File: config.mk
export PLATFORM = sky130hd
export DESIGN_NAME = instr_prefetch_queue
export DESIGN_NICKNAME = d
export VERILOG_FILES = /design/src/rtl/prefetch_pkg.sv /design/src/rtl/pf_fifo.sv /design/src/rtl/instr_prefetch_queue.sv
export SDC_FILE = /design/constraint.sdc
export NUM_CORES = 1
export LEC_CHECK = 0
export CAP_MARGIN = 5
export CORE_MARGIN = 1.5
export CORE_UTILIZATION = 55
export CTS_BUF_LIST = sky130_fd_sc_hd__clkbuf_8
export CTS_CLUSTER_DIAMETER = 40
export DETAILED_ROUTE_END_ITERATION = 6
export DONT_BUFFER_PORTS = 1
export PLACE_DENSITY = 0.8
export SETUP_SLACK_MARGIN = 0.15
export SLEW_MARGIN = 10
export SYNTH_ARGS = -nofsm -noshare
export SYNTH_HDL_FRONTEND = slang
export SYNTH_SLANG_ARGS = --single-unit
File: constraint.sdc
create_clock -name clk -period 2.8 [get_ports clk]
set_input_delay 0.14 -clock clk [delete_from_list [all_inputs] [get_ports clk]]
set_output_delay 0.14 -clock clk [all_outputs]
set_load 0.005 [all_outputs]
File: src/rtl/prefetch_pkg.sv
// Shared sizing and types for the instruction prefetch queue.
package prefetch_pkg;

  localparam int unsigned DEPTH   = 4;
  localparam int unsigned PC_W    = 9;
  localparam int unsigned INSTR_W = 9;
  localparam int unsigned PTR_W   = $clog2(DEPTH);
  localparam int unsigned CNT_W   = PTR_W + 1;

  typedef struct packed {
    logic [PC_W-1:0]    pc;
    logic [INSTR_W-1:0] instr;
  } pf_entry_t;

  typedef logic [CNT_W-1:0] cnt_t;
  typedef logic [PTR_W-1:0] ptr_t;

  // Entries buffered plus the read still owed by memory.
  function automatic cnt_t occupancy(input cnt_t count, input logic inflight);
    return count + cnt_t'(inflight);
  endfunction

endpackage

File: src/rtl/pf_fifo.sv
// Synchronous FIFO of {pc, instr} entries. Flush beats push/pop; the head
// output keeps showing the last presented entry while the FIFO is empty.
module pf_fifo
  import prefetch_pkg::*;
(
  input  logic      clk,
  input  logic      rst,
  input  logic      push,
  input  logic      pop,
  input  logic      flush,
  input  pf_entry_t wdata,
  output pf_entry_t head,
  output cnt_t      count,
  output logic      full,
  output logic      empty
);

  pf_entry_t mem [DEPTH];
  ptr_t      rptr_q;
  ptr_t      wptr_q;
  cnt_t      count_q;
  pf_entry_t hold_q;
  logic      do_push;
  logic      do_pop;

  // Status, gated handshakes and head selection.
  always_comb begin
    empty   = (count_q == '0);
    full    = (count_q == cnt_t'(DEPTH));
    do_pop  = pop && !empty;
    // A write into a full FIFO is only safe when the head leaves in the same cycle.
    do_push = push && (!full || do_pop);
    head    = empty ? hold_q : mem[rptr_q];
    count   = count_q;
  end

  // Pointer and occupancy bookkeeping; pointers wrap naturally (DEPTH is a power of two).
  always_ff @(posedge clk) begin
    if (rst) begin
      rptr_q  <= '0;
      wptr_q  <= '0;
      count_q <= '0;
    end else if (flush) begin
      rptr_q  <= '0;
      wptr_q  <= '0;
      count_q <= '0;
    end else begin
      if (do_push) wptr_q <= wptr_q + ptr_t'(1);
      if (do_pop)  rptr_q <= rptr_q + ptr_t'(1);
      count_q <= count_q + cnt_t'(do_push) - cnt_t'(do_pop);
    end
  end

  // Remember what is shown so an empty FIFO keeps presenting it.
  always_ff @(posedge clk) begin
    if (rst) hold_q <= '0;
    else     hold_q <= head;
  end

  // Entry storage, no reset needed: reads are masked by count.
  always_ff @(posedge clk) begin
    if (!rst && !flush && do_push) mem[wptr_q] <= wdata;
  end

endmodule

File: src/rtl/instr_prefetch_queue.sv
// Prefetch queue between instruction memory and decoder. Issues sequential
// reads while there is reserved space, buffers {pc, instr} pairs and flushes
// and redirects on a taken branch. Sizing comes from prefetch_pkg.
module instr_prefetch_queue
  import prefetch_pkg::*;
(
  input  logic               clk,
  input  logic               start,
  input  logic [PC_W-1:0]    start_addr,
  input  logic               halt,
  input  logic               branch_taken,
  input  logic [PC_W-1:0]    branch_target,
  output logic               imem_req,
  output logic [PC_W-1:0]    imem_addr,
  input  logic               imem_valid,
  input  logic [INSTR_W-1:0] imem_data,
  output logic               instr_valid,
  input  logic               instr_ready,
  output logic [INSTR_W-1:0] instr_out,
  output logic [PC_W-1:0]    instr_pc,
  output logic [7:0]         flush_cnt
);

  logic [PC_W-1:0] fetch_pc_q, fetch_pc_d;
  logic [PC_W-1:0] tag_pc_q, tag_pc_d;
  logic            inflight_q;
  logic            kill_q;
  logic [7:0]      flush_cnt_q, flush_cnt_d;

  logic      fifo_push;
  pf_entry_t fifo_wdata;
  pf_entry_t fifo_head;
  cnt_t      fifo_count;
  logic      fifo_full;
  logic      fifo_empty;

  // Issue decision counts the in-flight read so its response always has a slot.
  always_comb begin
    imem_req  = !start && !halt && !branch_taken && !fifo_full &&
                (occupancy(fifo_count, inflight_q) < cnt_t'(DEPTH));
    imem_addr = fetch_pc_q;
  end

  // Response capture and decoder-facing outputs.
  always_comb begin
    // Responses landing in a redirect cycle, or in the slot right after one, are stale.
    fifo_push   = imem_valid && inflight_q && !kill_q && !branch_taken;
    fifo_wdata  = '{pc: tag_pc_q, instr: imem_data};
    instr_valid = !fifo_empty;
    instr_out   = fifo_head.instr;
    instr_pc    = fifo_head.pc;
    flush_cnt   = flush_cnt_q;
  end

  // Next fetch PC, response tag and saturating redirect counter.
  always_comb begin
    fetch_pc_d  = fetch_pc_q;
    tag_pc_d    = tag_pc_q;
    flush_cnt_d = flush_cnt_q;
    if (branch_taken) begin
      fetch_pc_d = branch_target;
      if (flush_cnt_q != 8'hFF) flush_cnt_d = flush_cnt_q + 8'd1;
    end else if (imem_req) begin
      fetch_pc_d = fetch_pc_q + PC_W'(1);
      tag_pc_d   = fetch_pc_q;
    end
  end

  // Control state; start doubles as synchronous reset.
  always_ff @(posedge clk) begin
    if (start) begin
      fetch_pc_q  <= start_addr;
      tag_pc_q    <= '0;
      inflight_q  <= 1'b0;
      kill_q      <= 1'b0;
      flush_cnt_q <= '0;
    end else begin
      fetch_pc_q  <= fetch_pc_d;
      tag_pc_q    <= tag_pc_d;
      inflight_q  <= imem_req;
      kill_q      <= branch_taken;
      flush_cnt_q <= flush_cnt_d;
    end
  end

  pf_fifo u_fifo (
    .clk   (clk),
    .rst   (start),
    .push  (fifo_push),
    .pop   (instr_ready),
    .flush (branch_taken),
    .wdata (fifo_wdata),
    .head  (fifo_head),
    .count (fifo_count),
    .full  (fifo_full),
    .empty (fifo_empty)
  );

endmodule
# ---- Yosys cells after proc, flatten, opt, wreduce, memory -nomap -nowiden
# Memories as Yosys holds them, arrays and structs flattened. A register that Yosys moved wholly into a read port is not among the register bits.
# Index checks and enable logic that the tools add are counted.
dict set report totals {
  regBits 53
  ramBits 72
  input_bits 33
  out_inout_bits 37
  elab_cells 53
  memories 1
}
# memory depth width read_ports rd_ports_with_merged_regs write_ports line_no
set memory_table {}
lappend memory_table {u_fifo.mem 4 18 1 1 1 pf_fifo.sv:18} ;# pf_entry_t mem [DEPTH];
dict set report op_classes {
  addsub 7
  order_cmp 1
  n_eq_ne 2
  n_mux 8
  bitwise_logic 1
  n_reduce_logical 23
}
# operator n
set op_table {}
lappend op_table {{2-to-1 mux 9 bit} 3}
lappend op_table {{2-to-1 mux 18 bit} 1}
lappend op_table {{logical AND 1 bit} 11}
lappend op_table {{adder 9 x 1 -> 9 bit, second input constant} 1}
lappend op_table {{adder 8 x 1 -> 8 bit, second input constant} 1}
lappend op_table {{!= test 8 bit, second input constant} 1}
lappend op_table {{adder 3 x 1 -> 3 bit} 2}
lappend op_table {{zero test 1 bit} 6}
lappend op_table {{adder 2 x 1 -> 2 bit, second input constant} 2}
lappend op_table {{2-to-1 mux 2 bit} 2}
lappend op_table {{AND reduction 2 bit} 2}
lappend op_table {{== test 3 bit, second input constant} 1}
lappend op_table {{zero test 3 bit} 1}
lappend op_table {{less-than comparator 3 bit, second input constant} 1}
lappend op_table {{nonzero test 3 bit} 1}
lappend op_table {{subtractor 3 x 1 -> 3 bit} 1}
lappend op_table {{2-to-1 mux 1 bit} 2}
lappend op_table {{OR reduction 2 bit} 1}
lappend op_table {{logical OR 1 bit} 1}
lappend op_table {{inverter 1 bit} 1}

# ---- Logic depth before layout (Yosys ltp)
# Gate-level depths: netlist (run 1).
dict set report depth {
  word_depth 8
  depth_mapped 10
  ltp_nobuf 9
}

# ---- Cells and area by module
# Synthesis (run 1) repeated with hierarchy kept, for this count alone.
dict set report unflattened {
  cells_unflattened 355
  area_unflattened_um2 5180.0
}
# module instances cells_each area_each_um2 seq_area_each_um2
set by_module_without_submodules {}
lappend by_module_without_submodules {pf_fifo 1 200 3769.9 2702.6}
lappend by_module_without_submodules {instr_prefetch_queue 1 155 1410.1 650.6}

# ---- Least setup slack after synthesis (run 1)
# No wires, ideal clock.
dict set report synth_path {
  path_type {register to register}
  start {register u_fifo.count_q[1] (netlist: u_fifo.count[1])}
  end {register u_fifo.count_q[2] (netlist: u_fifo.count[2])}
  setup_time_ns 0.127
  arrival_time_ns 2.289
  t_required_ns 2.673
  path_slack_ns 0.384
  path_stages_with_launch 11
  path_buffers 1
  synth_period_minus_slack_ns 2.416
  path_cell_list {dfxtp_1 or3_4 buf_2 and2_1 ha_1 inv_1 ha_1 fa_1 xnor2_1 xnor2_1 nor2_1}
}
dict set report synth_between {
  elab_chain_len 7
  elab_cells_between_ends 9
  classes_between {2 x add/sub; 1 x eq/ne; 6 x reduce/logical}
}
# item line_no
set synth_lines {}
lappend synth_lines {{start: declaration} pf_fifo.sv:21} ;# cnt_t count_q;
lappend synth_lines {{start signal: assignment} pf_fifo.sv:50} ;# count_q <= count_q + cnt_t'(do_push) - cnt_t'(do_pop);
lappend synth_lines {{zero test 3 bit (*)} pf_fifo.sv:28} ;# empty = (count_q == '0);
lappend synth_lines {{zero test 1 bit (*)} -}
lappend synth_lines {{via instr_valid} instr_prefetch_queue.sv:17} ;# output logic instr_valid,
lappend synth_lines {{logical AND 1 bit (*)} pf_fifo.sv:30} ;# do_pop = pop && !empty;
lappend synth_lines {{via u_fifo.do_pop} pf_fifo.sv:24} ;# logic do_pop;
lappend synth_lines {{logical OR 1 bit} pf_fifo.sv:32} ;# do_push = push && (!full || do_pop);
lappend synth_lines {{logical AND 1 bit} pf_fifo.sv:32}
lappend synth_lines {{adder 3 x 1 -> 3 bit} pf_fifo.sv:50}
lappend synth_lines {{subtractor 3 x 1 -> 3 bit (*)} pf_fifo.sv:50}
# Mark *: on every way through the listed nets, which the timed path passes. The rest lies on a longest branch.
# A chain may end at the register's enable or synchronous reset.

# ---- Worst setup path in the final report (run 1)
dict set report layout_path {
  start {register u_fifo.count_q[1] (netlist: u_fifo.count[1])}
  end {register u_fifo.count_q[2] (netlist: u_fifo.count[2])}
}
dict set report layout_between {
  elab_chain_len 7
  elab_cells_between_ends 9
  classes_between {2 x add/sub; 1 x eq/ne; 6 x reduce/logical}
}
# item line_no
set layout_lines {}
lappend layout_lines {{zero test 3 bit (*)} pf_fifo.sv:28}
lappend layout_lines {{zero test 1 bit (*)} pf_fifo.sv:30}
lappend layout_lines {{logical AND 1 bit (*)} pf_fifo.sv:30}
lappend layout_lines {{via u_fifo.do_pop} pf_fifo.sv:24}
lappend layout_lines {{logical OR 1 bit} pf_fifo.sv:32}
lappend layout_lines {{logical AND 1 bit} pf_fifo.sv:32}
lappend layout_lines {{adder 3 x 1 -> 3 bit} pf_fifo.sv:50}
lappend layout_lines {{subtractor 3 x 1 -> 3 bit (*)} pf_fifo.sv:50}
# Marked as above.

==> results_dict.tcl, run 1 <==
set metrics [dict create \
    finalHoldViolCount 0 \
    setup_viol 0 \
    n_fill_cell 632 \
    synth_seq_cells 127 \
    gr-usage-all-layers 0.193 \
    cap_violations 0 \
    fp.dieH_microns 100 \
    clk_pin_slew_ns 0.07 \
    max_freq_mhz 441 \
    clock_skew_ns 0.0137 \
    drtPass1Iterations 4 \
    placed_area_sq_mm 0.00530 \
    n_antenna_cell 0 \
    port_buffers 0 \
    slew_violations 0 \
    hold_path_end "u_fifo.rptr_q[1]$_SDFFE_PP0P_" \
    core-area_sq_mm 0.00920 \
    vias_per_cell 5.76 \
    overflow 0 \
    worstSetupPathType "flop to flop" \
    synth_edf_count 81 \
    rsz0062_at_grt "false" \
    clk_path_buf_depth 2 \
    start_kind "flop" \
    cp.required_ns 3.11 \
    power_leakage_nw 2.17 \
    yosysWarningCount 0 \
    grt_pass1_wl_microns 14400 \
    worstMarginPinSlew_ns 0.978 \
    finalCritPeriodShare 0.810 \
    ff2ff_setup_slack_ns 0.53 \
    tritoncts "built" \
    design_area_sq_mm 0.00595 \
    crit_buf_inv 1 \
    hold_ws_ns 0.0216 \
    grt_max_degree 28 \
    hold_path.class "input port to flop" \
    worstPathArrival_ns 2.57 \
    wirelength_microns 9190 \
    dr_wl_met3_microns 474 \
    initial_core_util 0.566 \
    slew_headroom 0.346 \
    power_frac_clock 0.403 \
    htreeDepth 4 \
    period_minus_slack_ns 2.27 \
    post_cts_buffers 0 \
    path_cells "or3_4, and2_1, ha_1, inv_1, ha_1, fa_1, xnor2_1, xnor2_1, nor2_1" \
    critPathCaptureType "flop" \
    crit-reg2reg-launch "u_fifo.count[1]$_SDFF_PP0_" \
    die_x_microns 100 \
    pwr-share-seq 0.550 \
    cts-root-buf "clkbuf_8" \
    p_switching_mw 0.794 \
    syn_inst 339 \
    synth.area.top_cells "edfxtp_1 (47%), dfxtp_1 (18%), mux4_2 (4.3%)" \
    r2r_end "u_fifo.count[2]$_SDFF_PP0_" \
    max_stage_delay_ns 0.38 \
    power.density_mw_per_mm2 634 \
    p_total_mw 3.77 \
    drive_gt1_frac 0.174 \
    wl_met2_microns 4700 \
    async_flop_share 0 \
    synth-seq-area-share 0.644 \
    peakVddDrop_v 0.000514 \
    io_pins 70 \
    die_area_sq_mm 0.0101 \
    post-dp-hpwl_microns 5370 \
    min_path_cells 3 \
    crit_family "adder cells" \
    antenna_found_initial 0 \
    syn_to_final_growth_pct 14.4 \
    synth_top_area_share 0.467 \
    drc 0 \
    wl_per_cell_microns 18.3 \
    grt_pass1_vias 2903 \
    slowest_stage "or3_4" \
    synth_top_area_cell "edfxtp_1" \
    clk_latency_ns 0.41 \
    topRoutingLayerUsed "met4" \
    row_count 35 \
    intPower_mw 2.98 \
    path_max_fanout 5 \
    wl_met1_microns 3970 \
    syn_area_per_cell_sq_um 15.4 \
    rr_worst_depth 9 \
    drt_iter0_markers 104 \
    swShare 0.210 \
    gp_congestion 0.713 \
    syn_nets 381 \
    via_count 2891 \
    finalSetupTns_ns 0 \
    cts.sink_count 127 \
    min_from "instr_ready" \
    synthFlopType "edfxtp_1" \
    yosysUniqueCellTypes 46 \
    cts_inserted_buffers 17 \
    final_net_count 420 \
    status "complete, no violations" \
    syn_area_sq_mm 0.00520 \
    ant_nets 0 \
    power.share.combinational 0.046 \
]
==> power by group through the flow <==
stage                     Clock [mW]  Sequential (mW)  Combinational [mW]
final                           1.52             2.08               0.174
after global routing            1.63             2.08               0.188
after CTS                       1.55             2.08               0.168
after detailed placement           0             2.12               0.125
after global placement             0             2.11               0.119
after floorplan                    0             2.10               0.114
==> flip-flops by register name, indices dropped and copies added (netlist names), named ones only <==
signal,cells
u_fifo.mem,72
u_fifo.wptr_q,2
kill_q,1
tag_pc_q,9
u_fifo.hold_q,18
imem_addr,9
u_fifo.rptr_q,2
u_fifo.count,3
flush_cnt,8
inflight_q,1
==> cells in the final DEF, fill, tap and decap left out, types with 4 or more instances in the layout <==
cell type	synthesis	routed
mux4_1	8	8
nor2_1	25	25
ha_1	8	8
and3_1	6	6
nor3_1	4	4
mux2_2	9	9
inv_1	8	11
dlygate4sd3_1	0	27
xor2_1	8	8
buf_4	1	7
edfxtp_1	81	81
a21oi_1	6	6
xnor2_1	5	5
clkbuf_8	2	17
nand3_1	10	10
dfxtp_1	46	46
clkinv_2	0	6
o21ai_0	8	8
and2_1	21	21
mux2_4	10	10
mux2i_1	13	13
nand2_1	11	11
mux4_2	10	10
==> worst register-to-register path: stages (launching register included) <==
cell	delay, ns
dfxtp_1	0.35
or3_4	0.38
and2_1	0.20
ha_1	0.28
inv_1	0.04
ha_1	0.18
fa_1	0.38
xnor2_1	0.17
xnor2_1	0.14
nor2_1	0.06
==> synthesized netlist by cell type (2+ instances only) <==
master / n
clkbuf_8: 2
nand3_1: 10
nand4_1: 3
and2_1: 21
nor3_1: 4
o22ai_1: 2
and3_1: 6
and4_1: 3
mux4_2: 10
ha_1: 8
clkbuf_1: 7
inv_1: 8
o21ai_0: 8
xor2_1: 8
a22oi_1: 2
edfxtp_1: 81
mux2_2: 9
a21oi_1: 6
nand2_1: 11
nor2_1: 25
mux2i_1: 13
nor3b_1: 3
mux2_4: 10
xnor2_1: 5
dfxtp_1: 46
mux4_1: 8
==> metal layers <==
metal	track usage	vias to the layer above
met4	0.0618	0
met2	0.322	93
li1	-	1352
met5	0	-
met3	0.0578	4
met1	0.243	1442
==> how the worst max path moves through the flow <==
stage	endpoint	slack, ns	cells after the start	from
floorplan	u_fifo.count[2]$_SDFF_PP0_	0.38	10	u_fifo.count[1]$_SDFF_PP0_
global placement	u_fifo.count[2]$_SDFF_PP0_	0.60	9	u_fifo.count[1]$_SDFF_PP0_
detailed placement	u_fifo.count[2]$_SDFF_PP0_	0.52	9	u_fifo.count[1]$_SDFF_PP0_
CTS	u_fifo.count[2]$_SDFF_PP0_	0.52	9	u_fifo.count[1]$_SDFF_PP0_
global route	u_fifo.count[2]$_SDFF_PP0_	0.45	9	u_fifo.count[1]$_SDFF_PP0_
finish	u_fifo.count[2]$_SDFF_PP0_	0.53	9	u_fifo.count[1]$_SDFF_PP0_
==> cells by family after synthesis <==
kind of cell / count (synthesis) / synth area share
DFF: 127 / 0.644
and+or+nand+nor: 92 / 0.0945
muxes: 51 / 0.161
AOI/OAI and AO/OA: 25 / 0.0298
buffers and inverters: 22 / 0.0252
xor gates and xnor gates: 13 / 0.0219
adders and majority gates: 9 / 0.0231
==> final cells by class <==
| class | count | area, sq um | share of cell area |
|---|---|---|---|
| flip-flops and latches | 127 | 3350 | 0.563 |
| multi-input cells | 190 | 1720 | 0.289 |
| repair buffers | 34 | 323 | 0.0542 |
| clock buffers | 17 | 234 | 0.0393 |
| clock inverters | 15 | 155 | 0.0261 |
| well taps | 111 | 139 | 0.0233 |
| inverters | 8 | 30.0 | 0.00504 |
==> through the flow <==
| stage | worst slack [ns] | instances | utilization |
|---|---|---|---|
| global placement | 0.600 | 443 | 0.576 |
| CTS | 0.523 | 502 | 0.647 |
| finish | 0.531 | 502 | 0.647 |
| detailed placement | 0.522 | 443 | 0.576 |
| global route | 0.446 | 502 | 0.647 |
| floorplan | 0.384 | 339 | - |
==> repair_timing <==
action / 4_1_cts / 5_1_grt
hold buffers: 27 / 0
endpoints found under the hold margin: 65 / 0
gates resized for setup: 0 / 0
(Power assumes the default switching activity.)
==> inputs of run 2 (changes only) <==
Settings changed: PLACE_DENSITY 0.8 to 0.83.
Clock period 2.8 ns to 2 ns, I/O delays scaled along.
==> results_dict.tcl, run 2 (synthesized netlist as in run 1, its figures left out) <==
set metrics [dict create \
    status "finished, violations left" \
    violations "setup timing" \
    layout_commonest_cell "edfxtp_1" \
    hold_path_end "imem_addr[3]$_DFFE_PP_" \
    rsz0062_at_grt "true" \
    worstSetupPathType "flop to flop" \
    syn_to_final_growth_pct 25.0 \
    peakVddDrop_v 0.000542 \
    worstPathArrival_ns 2.40 \
    crit-reg2reg-launch "u_fifo.count[1]$_SDFF_PP0_" \
    fp.dieH_microns 100 \
    layoutNonFillerInstCount 545 \
    io_pins 70 \
    via_count 3134 \
    min_from "start" \
    drc 0 \
    r2r_end "u_fifo.count[2]$_SDFF_PP0_" \
    worstMarginPinSlew_ns 0.679 \
    cts_inserted_buffers 17 \
    grt_pass1_wl_microns 16900 \
    drive_gt1_frac 0.276 \
    clk_pin_slew_ns 0.07 \
    grt_pass1_vias 3428 \
    dp_cells 467 \
    row_count 35 \
    drtPass1Iterations 4 \
    tritoncts "built" \
    vias_per_cell 5.75 \
    final_cell_mix "edfxtp_1 (81), dfxtp_1 (42), dlygate4sd3_1 (39)" \
    cap_violations 0 \
    grt_max_degree 21 \
    min_path_cells 2 \
    cts-root-buf "clkbuf_8" \
    finalHoldViolCount 0 \
    largest-register "u_fifo.mem" \
    fin_ws_ns -0.0961 \
    die_area_sq_mm 0.0101 \
    reg_top3 "u_fifo.mem (72), u_fifo.hold_q (18)" \
    power_leakage_nw 2.40 \
    start_kind "flop" \
    placed_area_sq_mm 0.00553 \
    slew_violations 0 \
    n_fill_cell 578 \
    largest_reg_flops 72 \
    cts.sink_count 127 \
    n_antenna_cell 0 \
    gp_congestion 0.740 \
    rr_worst_depth 9 \
    gr-usage-all-layers 0.228 \
    clk_latency_ns 0.42 \
    port_buffers 0 \
    setup_viol 16 \
    core-area_sq_mm 0.00920 \
    clk_path_buf_depth 2 \
    design_area_sq_mm 0.00651 \
    initial_core_util 0.566 \
    htreeDepth 4 \
    cp.required_ns 2.31 \
    slew_headroom 0.546 \
    critPathCaptureType "flop" \
    finalCritPeriodShare 1.05 \
    ff2ff_setup_slack_ns -0.1 \
    path_max_fanout 2 \
    hold_path.class "input port to flop" \
    final_net_count 463 \
    ant_nets 0 \
    wl_per_cell_microns 19.9 \
    drt_iter0_markers 191 \
    max_freq_mhz 477 \
    period_minus_slack_ns 2.10 \
    die_x_microns 100 \
    wirelength_microns 10800 \
    overflow 0 \
    power.density_mw_per_mm2 824 \
    antenna_found_initial 0 \
    hold_ws_ns 0.0458 \
    p_total_mw 5.37 \
    clock_skew_ns 0.0118 \
    post-dp-hpwl_microns 6010 \
    finalSetupTns_ns -0.308 \
]
run 2: through the flow:
stage	utilization	setup slack, ns
2_1_floorplan	-	-0.274
3_3_place_gp	0.601	-0.0740
3_5_place_dp	0.601	-0.144
4_1_cts	0.696	-0.103
5_1_grt	0.708	-0.141
6_report	0.708	-0.0961
run 2: worst max-delay path, cell delays in order (launching register included):
cell and delay [ns]:
dfxtp_2 0.33, or3_4 0.38, and2_4 0.16, ha_4 0.25
inv_2 0.04, ha_4 0.14, fa_2 0.35, xnor2_2 0.15
xnor2_1 0.13, nor2_1 0.06
run 2: timing repair:
action / in CTS / in global routing
hold buffers: 39 / 0
hold endpoints to repair: 72 / 0
cloned: 1 / 2
pin swaps: 3 / 0
setup buffers: 0 / 4
gates resized for setup: 33 / 10
endpoints found under the setup margin: 20 / 94
run 2: layer usage:
layer | global-route usage | part of all wire
met5 | 0 | 0
met2 | 0.412 | 0.54
met1 | 0.248 | 0.38
met4 | 0.105 | 0.021
met3 | 0.0620 | 0.057
run 2: worst max path at each step:
stage,depth (start not counted),endpoint,from
after floorplan,10,u_fifo.count[2]$_SDFF_PP0_,u_fifo.count[1]$_SDFF_PP0_
after global placement,9,u_fifo.count[2]$_SDFF_PP0_,u_fifo.count[1]$_SDFF_PP0_
after detailed placement,9,u_fifo.count[2]$_SDFF_PP0_,u_fifo.count[1]$_SDFF_PP0_
after CTS,9,u_fifo.count[2]$_SDFF_PP0_,u_fifo.count[1]$_SDFF_PP0_
after global routing,9,u_fifo.count[2]$_SDFF_PP0_,u_fifo.count[1]$_SDFF_PP0_
final,9,u_fifo.count[2]$_SDFF_PP0_,u_fifo.count[1]$_SDFF_PP0_
run 2: area by class of cell:
| class | instances | area, sq um | area share |
|---|---|---|---|
| inverter | 8 | 30.0 | 0.00461 |
| multi-input combinational | 190 | 1770 | 0.272 |
| tap | 111 | 139 | 0.0213 |
| clock buffer | 20 | 275 | 0.0423 |
| clock inverter | 12 | 120 | 0.0185 |
| sequential | 127 | 3360 | 0.516 |
| timing repair buffer | 77 | 815 | 0.125 |
run 2: power breakdown:
| group | internal, mW | switching (mW) | total, mW | leakage, nW |
|---|---|---|---|---|
| sequential | 2.84 | 0.0727 | 2.91 | 1.11 |
| combinational | 0.176 | 0.136 | 0.312 | 1.09 |
| clock | 1.19 | 0.949 | 2.14 | 0.201 |
| total | 4.21 | 1.16 | 5.37 | 2.40 |
==> inputs of run 3 (changes only) <==
Settings changed: ABC_CLOCK_PERIOD_IN_PS set to 2650, PLACE_DENSITY 0.83 to 0.8.
Clock period 2 ns to 2.65 ns, I/O delays scaled along.
==> results_dict.tcl, run 3 (synthesized netlist as in run 1, its figures left out) <==
set metrics [dict create \
    post-dp-hpwl_microns 5460 \
    dp_cells 443 \
    slew_violations 0 \
    cts-root-buf "clkbuf_8" \
    power.density_mw_per_mm2 656 \
    htreeDepth 4 \
    grt_pass1_wl_microns 14700 \
    die_x_microns 100 \
    power_frac_clock 0.389 \
    cap_violations 0 \
    p_total_mw 3.89 \
    worstSetupPathType "flop to flop" \
    critPathCaptureType "flop" \
    drt_iter0_markers 87 \
    vias_per_cell 5.75 \
    cts_inserted_buffers 17 \
    grt_max_degree 28 \
    drive_gt1_frac 0.166 \
    wl_per_cell_microns 18.1 \
    grt_pass1_vias 2999 \
    setup_viol 0 \
    clk_pin_slew_ns 0.07 \
    largest_reg_flops 72 \
    intPower_mw 3.05 \
    drtPass1Iterations 4 \
    wirelength_microns 9110 \
    worstPathArrival_ns 2.57 \
    port_buffers 0 \
    syn_to_final_growth_pct 13.9 \
    swShare 0.216 \
    max_freq_mhz 442 \
    clk_latency_ns 0.41 \
    cts.sink_count 127 \
    row_count 35 \
    drc 0 \
    cp.required_ns 2.95 \
    finalHoldViolCount 0 \
    fin_ws_ns 0.386 \
    power.share.combinational 0.046 \
    gr-usage-all-layers 0.197 \
    layout_commonest_cell "edfxtp_1" \
    layoutNonFillerInstCount 502 \
    final_cell_mix "edfxtp_1 (81), dfxtp_1 (46), dlygate4sd3_1 (27)" \
    slew_headroom 0.381 \
    rsz0062_at_grt "false" \
    ant_nets 0 \
    io_pins 70 \
    overflow 0 \
    largest-register "u_fifo.mem" \
    post_cts_resized 0 \
    initial_core_util 0.566 \
    tritoncts "built" \
    p_switching_mw 0.839 \
    gp_congestion 0.710 \
    power_leakage_nw 2.14 \
    via_count 2889 \
    worstMarginPinSlew_ns 0.925 \
    fp.dieH_microns 100 \
    n_antenna_cell 0 \
    antenna_found_initial 0 \
    n_fill_cell 636 \
    die_area_sq_mm 0.0101 \
    path_max_fanout 5 \
    period_minus_slack_ns 2.26 \
    reg_top3 "u_fifo.mem (72), u_fifo.hold_q (18)" \
    core-area_sq_mm 0.00920 \
    pwr-share-seq 0.565 \
    clock_skew_ns 0.00897 \
    status "complete, no violations" \
    finalCritPeriodShare 0.854 \
    hold_path.class "input port to flop" \
    final_net_count 420 \
    clk_path_buf_depth 2 \
    start_kind "flop" \
    peakVddDrop_v 0.000381 \
    finalSetupTns_ns 0 \
    dpl_worst_slack_ns 0.372 \
]
==> run 3: cell types whose count changed in the layout (fill, tap and decap cells not counted), sizes merged <==
cell         change
clkbuf           -5
clkinv           +4
buf             -29
dlygate4sd3     -12
inv              -1
==> run 3: power groups by stage <==
stage	Sequential (mW)	Clock (mW)	Combinational, mW
after floorplan	2.22	0	0.121
after global routing	2.20	1.64	0.200
after CTS	2.19	1.54	0.178
after detailed placement	2.24	0	0.132
final	2.20	1.51	0.181
after global placement	2.23	0	0.127
==> run 3: worst paths after layout <==
path	depth (start not counted)	startpoint	slack, ns	to
min reg2reg	2	u_fifo.wptr_q[1]$_SDFFE_PP0P_	0.52	u_fifo.wptr_q[1]$_SDFFE_PP0P_
min	3	instr_ready	0.02	flop
max	9	u_fifo.count[1]$_SDFF_PP0_	0.39	u_fifo.count[2]$_SDFF_PP0_
max reg2reg	9	u_fifo.count[1]$_SDFF_PP0_	0.39	u_fifo.count[2]$_SDFF_PP0_
==> run 3: per-layer routing <==
metal,vias up,wire length [microns],GRT usage
met4,0,86,0.0607
met1,1423,3800,0.234
met2,103,4660,0.335
met5,-,0,0
met3,10,565,0.0710
li1,1353,-,-
==> run 3: through the flow <==
stage / util / hold WS [ns] / instance area (sq um)
floorplan: - / 0.231 / 5200
global placement: 0.576 / 0.207 / 5300
detailed placement: 0.576 / 0.210 / 5300
CTS: 0.645 / 0.00147 / 5930
global route: 0.645 / 0.00698 / 5930
finish: 0.645 / 0.0218 / 5930
==> run 3: what timing repair did <==
action	in CTS	in global routing
endpoints found under the setup margin	0	0
hold endpoints to repair	65	0
buffers inserted	0	0
hold buffers	27	0
==> run 3: worst max-delay path, cell delays in order (launching register included) <==
cell and delay, ns:
dfxtp_1 0.35, or3_4 0.37, and2_1 0.19, ha_1 0.27, inv_1 0.04, ha_1 0.18
fa_1 0.38, xnor2_1 0.18, xnor2_1 0.14, nor2_1 0.05
==> run 3: layout make-up <==
| type | count | area, sq um | area share |
|---|---|---|---|
| inverter | 8 | 30.0 | 0.00506 |
| sequential | 127 | 3350 | 0.565 |
| tap | 111 | 139 | 0.0234 |
| timing repair buffer | 34 | 323 | 0.0544 |
| clock buffer | 17 | 234 | 0.0395 |
| multi-input combinational | 190 | 1720 | 0.290 |
| clock inverter | 15 | 131 | 0.0222 |
